==> config.mk <==
export PLATFORM = sky130hd
export DESIGN_NAME = fetch_pc_select_flat
export DESIGN_NICKNAME = d
export VERILOG_FILES = /design/src/rtl/fetch_pc_select_pkg.sv /design/src/rtl/fetch_pc_select_if.sv /design/src/rtl/fetch_pc_select_pc_select_mux.sv /design/src/rtl/fetch_pc_select.sv /design/src/flat_wrapper.sv
export SDC_FILE = /design/constraint.sdc
export NUM_CORES = 1
export LEC_CHECK = 0
export ABC_AREA = 0
export CAP_MARGIN = 20
export CORE_MARGIN = 3
export CORE_UTILIZATION = 24
export CTS_CLUSTER_SIZE = 12
export DETAILED_ROUTE_END_ITERATION = 8
export GPL_ROUTABILITY_DRIVEN = 1
export MAX_ROUTING_LAYER = met4
export PLACE_DENSITY = 0.5
export SYNTH_ARGS = -nofsm -noshare
export SYNTH_HDL_FRONTEND = slang
export SYNTH_SLANG_ARGS = --single-unit
==> constraint.sdc <==
create_clock -name clock -period 2.95 [get_ports clock]
set_clock_uncertainty 0.15 [all_clocks]
set_input_delay 0.885 -clock clock [delete_from_list [all_inputs] [get_ports clock]]
set_output_delay 0.885 -clock clock [all_outputs]
set_load 0.03 [all_outputs]
==> src/rtl/fetch_pc_select_pkg.sv <==
// Shared pipeline definitions: icode constants, fetch FSM states and PC types.
package fetch_pc_select_pkg;

  typedef logic [63:0] addr_t;

  localparam logic [3:0] ICODE_HALT   = 4'h0;
  localparam logic [3:0] ICODE_NOP    = 4'h1;
  localparam logic [3:0] ICODE_RRMOVQ = 4'h2;
  localparam logic [3:0] ICODE_IRMOVQ = 4'h3;
  localparam logic [3:0] ICODE_RMMOVQ = 4'h4;
  localparam logic [3:0] ICODE_MRMOVQ = 4'h5;
  localparam logic [3:0] ICODE_OPQ    = 4'h6;
  localparam logic [3:0] ICODE_JXX    = 4'h7;
  localparam logic [3:0] ICODE_CALL   = 4'h8;
  localparam logic [3:0] ICODE_RET    = 4'h9;
  localparam logic [3:0] ICODE_PUSHQ  = 4'hA;
  localparam logic [3:0] ICODE_POPQ   = 4'hB;

  typedef enum logic [1:0] {
    FETCH  = 2'd0,
    WAIT   = 2'd1,
    HALTED = 2'd2
  } fetch_state_t;

  typedef enum logic [1:0] {
    SRC_PRED    = 2'd0,
    SRC_MISPRED = 2'd1,
    SRC_RET     = 2'd2
  } pc_src_t;

endpackage

==> src/rtl/fetch_pc_select_if.sv <==
// Instruction-memory request/ready handshake between fetch and imem.
interface fetch_pc_select_if;
  import fetch_pc_select_pkg::*;

  logic  req;
  addr_t addr;
  logic  ready;

  modport master (output req, output addr, input ready);
  modport slave  (input req, input addr, output ready);
endinterface

==> src/rtl/fetch_pc_select_pc_select_mux.sv <==
// Combinational redirect priority: mispredicted jump, then ret, then prediction.
module pc_select_mux
  import fetch_pc_select_pkg::*;
(
  input  logic [3:0] m_icode,
  input  logic       m_cnd,
  input  addr_t      m_vala,
  input  logic [3:0] w_icode,
  input  addr_t      w_valm,
  input  addr_t      pred_pc,
  output addr_t      sel_pc,
  output logic       redirect,
  output pc_src_t    src
);

  always_comb begin
    sel_pc   = pred_pc;
    redirect = 1'b0;
    src      = SRC_PRED;
    if (m_icode == ICODE_JXX && !m_cnd) begin
      sel_pc   = m_vala;
      redirect = 1'b1;
      src      = SRC_MISPRED;
    end else if (w_icode == ICODE_RET) begin
      sel_pc   = w_valm;
      redirect = 1'b1;
      src      = SRC_RET;
    end
  end

endmodule

==> src/rtl/fetch_pc_select.sv <==
// Y86 fetch front end: F register, fetch PC selection and imem handshake.
// Optional performance counters are compiled in with PERF_CNT_EN.
module fetch_pc_select
  import fetch_pc_select_pkg::*;
#(
  parameter addr_t       RESET_PC = 64'h0,
  parameter int unsigned PERF_W   = 32
) (
  input  logic               clock,
  input  logic               reset_n,
  input  logic               F_stall,
  input  addr_t              pred_pc,
  input  logic [3:0]         M_icode,
  input  logic               M_cnd,
  input  addr_t              M_valA,
  input  logic [3:0]         W_icode,
  input  addr_t              W_valM,
  input  logic               f_halt,
  fetch_pc_select_if.master  imem,
  output addr_t              f_pc,
  output logic               f_pc_valid,
  output logic               f_fetch_wait
`ifdef PERF_CNT_EN
  ,
  output logic [PERF_W-1:0]  mispredict_cnt,
  output logic [PERF_W-1:0]  ret_cnt
`endif
);

  fetch_state_t state, state_nxt;
  addr_t        f_predpc, f_predpc_nxt;
  addr_t        hold_addr, hold_nxt;
  addr_t        pend_pc, pend_nxt;
  logic         pend_valid, pend_valid_nxt;
  addr_t        sel_pc, cur_addr;
  logic         redirect, req, pc_valid;
  pc_src_t      src;

  pc_select_mux u_mux (
    .m_icode  (M_icode),
    .m_cnd    (M_cnd),
    .m_vala   (M_valA),
    .w_icode  (W_icode),
    .w_valm   (W_valM),
    .pred_pc  (f_predpc),
    .sel_pc   (sel_pc),
    .redirect (redirect),
    .src      (src)
  );

  always_ff @(posedge clock or negedge reset_n) begin
    if (!reset_n) begin
      state      <= FETCH;
      f_predpc   <= RESET_PC;
      hold_addr  <= RESET_PC;
      pend_pc    <= RESET_PC;
      pend_valid <= 1'b0;
    end else begin
      state      <= state_nxt;
      f_predpc   <= f_predpc_nxt;
      hold_addr  <= hold_nxt;
      pend_pc    <= pend_nxt;
      pend_valid <= pend_valid_nxt;
    end
  end

  always_comb begin
    state_nxt      = state;
    f_predpc_nxt   = f_predpc;
    hold_nxt       = hold_addr;
    pend_nxt       = pend_pc;
    pend_valid_nxt = pend_valid;
    req            = 1'b0;
    pc_valid       = 1'b0;
    cur_addr       = f_predpc;
    case (state)
      FETCH: begin
        req      = 1'b1;
        cur_addr = sel_pc;
        if (imem.ready) begin
          pc_valid = 1'b1;
          if (!F_stall) f_predpc_nxt = pred_pc;
          if (f_halt && !F_stall && src == SRC_PRED) state_nxt = HALTED;
        end else begin
          hold_nxt  = sel_pc;
          state_nxt = WAIT;
        end
      end
      WAIT: begin
        req      = 1'b1;
        cur_addr = hold_addr;
        if (imem.ready) begin
          state_nxt = FETCH;
          // a redirect landing in the same cycle as ready still kills the bytes
          if (pend_valid || redirect) begin
            f_predpc_nxt   = redirect ? sel_pc : pend_pc;
            pend_valid_nxt = 1'b0;
          end else begin
            pc_valid = 1'b1;
            if (!F_stall) f_predpc_nxt = pred_pc;
            if (f_halt && !F_stall) state_nxt = HALTED;
          end
        end else if (redirect) begin
          pend_valid_nxt = 1'b1;
          pend_nxt       = sel_pc;
        end
      end
      HALTED: begin
        if (redirect) begin
          f_predpc_nxt = sel_pc;
          state_nxt    = FETCH;
        end
      end
      default: state_nxt = FETCH;
    endcase
  end

  // Outputs are forced to their reset values for as long as reset is held.
  assign imem.req     = reset_n & req;
  assign imem.addr    = reset_n ? cur_addr : RESET_PC;
  assign f_pc         = reset_n ? cur_addr : RESET_PC;
  assign f_pc_valid   = reset_n & pc_valid;
  assign f_fetch_wait = imem.req & ~imem.ready;

`ifdef PERF_CNT_EN
  always_ff @(posedge clock or negedge reset_n) begin
    if (!reset_n) begin
      mispredict_cnt <= '0;
      ret_cnt        <= '0;
    end else begin
      if (src == SRC_MISPRED) mispredict_cnt <= mispredict_cnt + 1'b1;
      if (src == SRC_RET)     ret_cnt        <= ret_cnt + 1'b1;
    end
  end
`endif

endmodule

==> src/flat_wrapper.sv <==
// flat-port wrapper written by rule: the top's interface ports become plain ports
module fetch_pc_select_flat import fetch_pc_select_pkg::*;
#(
  parameter addr_t       RESET_PC = 64'h0,
  parameter int unsigned PERF_W   = 32
)
  (clock, reset_n, F_stall, pred_pc, M_icode, M_cnd, M_valA, W_icode, W_valM, f_halt, f_pc, f_pc_valid, f_fetch_wait, imem_req, imem_addr, imem_ready);
  fetch_pc_select_if imem_i ();
  input  logic clock;
  input  logic reset_n;
  input  logic F_stall;
  input  addr_t pred_pc;
  input  logic [3:0] M_icode;
  input  logic M_cnd;
  input  addr_t M_valA;
  input  logic [3:0] W_icode;
  input  addr_t W_valM;
  input  logic f_halt;
  output addr_t f_pc;
  output logic f_pc_valid;
  output logic f_fetch_wait;
  output wire logic [$bits(imem_i.req)-1:0] imem_req;
  output wire logic [$bits(imem_i.addr)-1:0] imem_addr;
  input wire logic [$bits(imem_i.ready)-1:0] imem_ready;
  assign imem_req = imem_i.req;
  assign imem_addr = imem_i.addr;
  assign imem_i.ready = imem_ready;
  fetch_pc_select #(.RESET_PC(RESET_PC), .PERF_W(PERF_W)) u_core (.clock(clock), .reset_n(reset_n), .F_stall(F_stall), .pred_pc(pred_pc), .M_icode(M_icode), .M_cnd(M_cnd), .M_valA(M_valA), .W_icode(W_icode), .W_valM(W_valM), .f_halt(f_halt), .imem(imem_i), .f_pc(f_pc), .f_pc_valid(f_pc_valid), .f_fetch_wait(f_fetch_wait));
endmodule
==> results of run 1 <==
## kinds of logic (layout without fill, tap and decap cells)
kind of cell | count (synthesis) | in the layout | share of synthesized area (%)
fa+ha+maj | 3 | 3 | 0.264
compound gates | 652 | 652 | 31.9
buf+inv | 244 | 875 | 8.96
mux | 65 | 65 | 4.59
other cells | 0 | 2 | 0
simple gates | 656 | 657 | 19.9
flops | 195 | 195 | 34.3
## sequential cells by signal (all words and copies together) (netlist names)
signal and flops:
u_core.f_predpc 64, u_core.pend_valid 1, u_core.state 2, u_core.pend_pc 64, u_core.hold_addr 64
## Yosys cell counts (all sizes together) (66+ instances only)
| cell type | number |
|---|---|
| nand2 | 390 |
| a31oi | 128 |
| clkbuf | 101 |
| nor2b | 66 |
| buf | 138 |
| dfrtp | 195 |
| nor2 | 66 |
| o21ai | 194 |
| a21oi | 67 |
## power groups by stage
stage                     logic, uW  registers, uW  clock network [uW]
final                         18900           4840                2590
after global routing          20200           4960                2760
after CTS                     18000           4790                2650
after detailed placement      16300           4790                   0
after global placement        16100           4740                   0
after floorplan               11200           4520                   0
## layout by cell type (no fill, tap or decap), types with 13 or more instances in the layout
master and count:
a21boi_4 64, a21oi_1 64, a221oi_1 13, a221oi_2 51, a22oi_1 63, a31o_2 64
a31oi_1 64, a31oi_2 14, a31oi_4 50, buf_12 65, buf_16 19, buf_4 385
buf_6 153, clkbuf_16 24, clkdlybuf4s50_1 194, dfrtp_1 195, mux2i_1 64, nand2_1 291
nand2_2 68, nand2_4 26, nand3_1 64, nor2_1 64, nor2b_1 64, nor3_1 23
nor3_2 31, o21ai_0 159, o21ai_1 35
## metrics by stage
stage | worst slack [ns] | power, uW
2_1_floorplan | -0.398 | 15700
3_3_place_gp | -0.971 | 20900
3_5_place_dp | -1.01 | 21100
4_1_cts | -0.626 | 25400
5_1_grt | -0.660 | 27900
6_report | -0.612 | 26400
## worst max-delay path: cells and delay by family
kind,cells,cell delay [ns]
buffers and inverters,5,0.72
AND/OR/NAND/NOR,3,0.54
AO/OA/AOI/OAI,2,0.35
## area by class of cell
| cell class | count | area share (%) |
|---|---|---|
| diodes | 2 | 0.0193 |
| well taps | 765 | 3.70 |
| flip-flops and latches | 195 | 18.9 |
| multi-input cells | 1377 | 40.7 |
| clock buffers | 17 | 1.64 |
| clock inverters | 15 | 0.749 |
| repair buffers | 838 | 34.2 |
| inverters | 5 | 0.0822 |
## metal layers
metal | vias up | GRT usage [%] | share of wire (%)
met2 | 678 | 38.8 | 48
met1 | 8502 | 29.8 | 44
met3 | 76 | 3.60 | 5.7
met4 | 0 | 7.48 | 1.9
li1 | 7801 | - | -
met5 | - | - | 0
## timing repair
action / 4_1_cts / 5_1_grt
pin swaps: 79 / 65
cloned: 23 / 7
gates resized for setup: 406 / 81
endpoints found under the setup margin: 196 / 190
setup buffers: 74 / 35
## worst max-delay path by stage
| stage | slack, ns | end | cells after the start | startpoint |
|---|---|---|---|---|
| after floorplan | -0.40 | imem_addr[57] | 8 | W_icode[2] |
| after global placement | -0.97 | imem_addr[43] | 8 | W_icode[2] |
| after detailed placement | -1.01 | imem_addr[43] | 8 | W_icode[2] |
| after CTS | -0.63 | imem_addr[22] | 11 | W_icode[1] |
| after global routing | -0.66 | f_pc[48] | 10 | W_icode[1] |
| final | -0.61 | f_pc[27] | 10 | W_icode[1] |
==> flow_summary.toml, run 1 <==
[power]
powerDensity_nw_per_um2 = 1020
p_switching_uw = 12700
power_leakage_uw = 0.0112
clockPowerShare_pct = 9.8
power_frac_seq_pct = 18.3
internal_power_uw = 13600
ir_drop_uv = 645
netSwitchingFraction_pct = 48.3
comb_power_share_pct = 71.8

[sta]
hold_violations = 0
fmax_mhz = 281
rsz0062_at_grt = "yes"
relSlewSlack_pct = 54.0
fin_hold_ws_ns = 0.254
setup-tns-final_ns = -71.13
fin_crit_ns = 3.56
fin_crit_sh_pct = 121
fin_ws_ns = -0.612
worst_pin_slew_ns = 0.689
slew_viol_final = 0
setup_viol = 129

[clock_network]
htreeDepth = 4
clk_latency_ns = 0.50
cts_tree = "yes"
clock_path_buffers = 2
cts_buffers = 17
clk_pin_slew_ns = 0.08
ctsHoldBuffers = 0
cts-root-buf = "clkbuf_16"
clock_sinks = 195

[layout]
syn_to_final_growth_pct = 82.0
final_core_util_pct = 44.5
seq_area_um2 = 4880
finalNonFillerCells = 3214
multi_input_area_um2 = 10500
fill_cells = 5543
drive_gt1_share_pct = 44.3
final_area_um2 = 25900
nNetsFinal = 2643

[floorplan]
initial_core_util_pct = 24.5
die_y_um = 249
rows = 88
ios = 337
core_area_um2 = 58100
dieArea_um2 = 62200
die_x_um = 249

[detailed_routing]
vias = 17100
wirelength_um = 74400
drc = 0
first_pass_iters = 5
drtIter0Drc = 1222
viasPerCell = 5.31
final_antenna_net_count = 0
avgRoutedWirePerCell_um = 23.2

[grt]
overflow = 0
grt_pass1_wl_um = 110000
grt_usage_pct = 23.6
antenna_found_initial = 2
grt_max_degree = 65
grt_pass1_vias = 17800

[setup_path]
critical_path_class = "in2out"
cp_max_fo = 8
reg2reg_depth = 8
r2r_end = "u_core.f_predpc[2]"
slowest_stage = "and4bb_4"
critPathMaxStageDelay_ns = 0.33
crit_chain = "buf_6 > and4bb_4 > buf_12 > buf_12 > buf_16 > nand2_2 > a31oi_4 > nand2_1 > a21boi_4 > buf_6"
r2r_setup_slack_ns = 0.63
required_ns = 1.92
start_kind = "input pin"
timing.rr.start = "u_core.state[0]"
crit_path_end_kind = "primary output"
cp.arrival_ns = 2.53

[logic_synthesis]
async_flop_share_pct = 100
synthesis.nets = 2024
yosys.area.top_type_share_pct = 34.3
synth_area_um2 = 14200
synthDistinctLibCells = 36
synth_ff_type = "dfrtp_1"
syn_inst = 1815
avgSynthCellArea_um2 = 7.83
ys_ff_latch = 195
synth_edf_count = 0
yosysWarnings = 0
seq_area_frac_synth_pct = 34.3
yosysTopAreaCell = "dfrtp_1"
ys_top_cells_by_area = "dfrtp_1 34%, nand2_1 10%, a31oi_1 5.6%, o21ai_0 5.6%, a221oi_2 5.0%"

[run_status]
violations = "setup timing"
status = "finished with violations"

[placement]
dpl.hpwl_um = 44000
gp_congestion = 0.810
io_buffer_count = 336
dp_cells = 3060
post_dp_cell_area_um2 = 21700

[worst_hold_path]
hold_class = "in2async"

[run]
maxCapViolCount = 0
No activity file was read; power rests on OpenSTA's default activity.
==> inputs of run 2 (changes only) <==
--- a/config.mk
+++ b/config.mk
@@ -6,6 +6,7 @@
 export NUM_CORES = 1
 export LEC_CHECK = 0
 export ABC_AREA = 0
+export ABC_CLOCK_PERIOD_IN_PS = 2950
 export CAP_MARGIN = 20
 export CORE_MARGIN = 3
 export CORE_UTILIZATION = 24
==> results of run 2 <==
No change in the layout: final DEF, timing and power equal those of run 1.
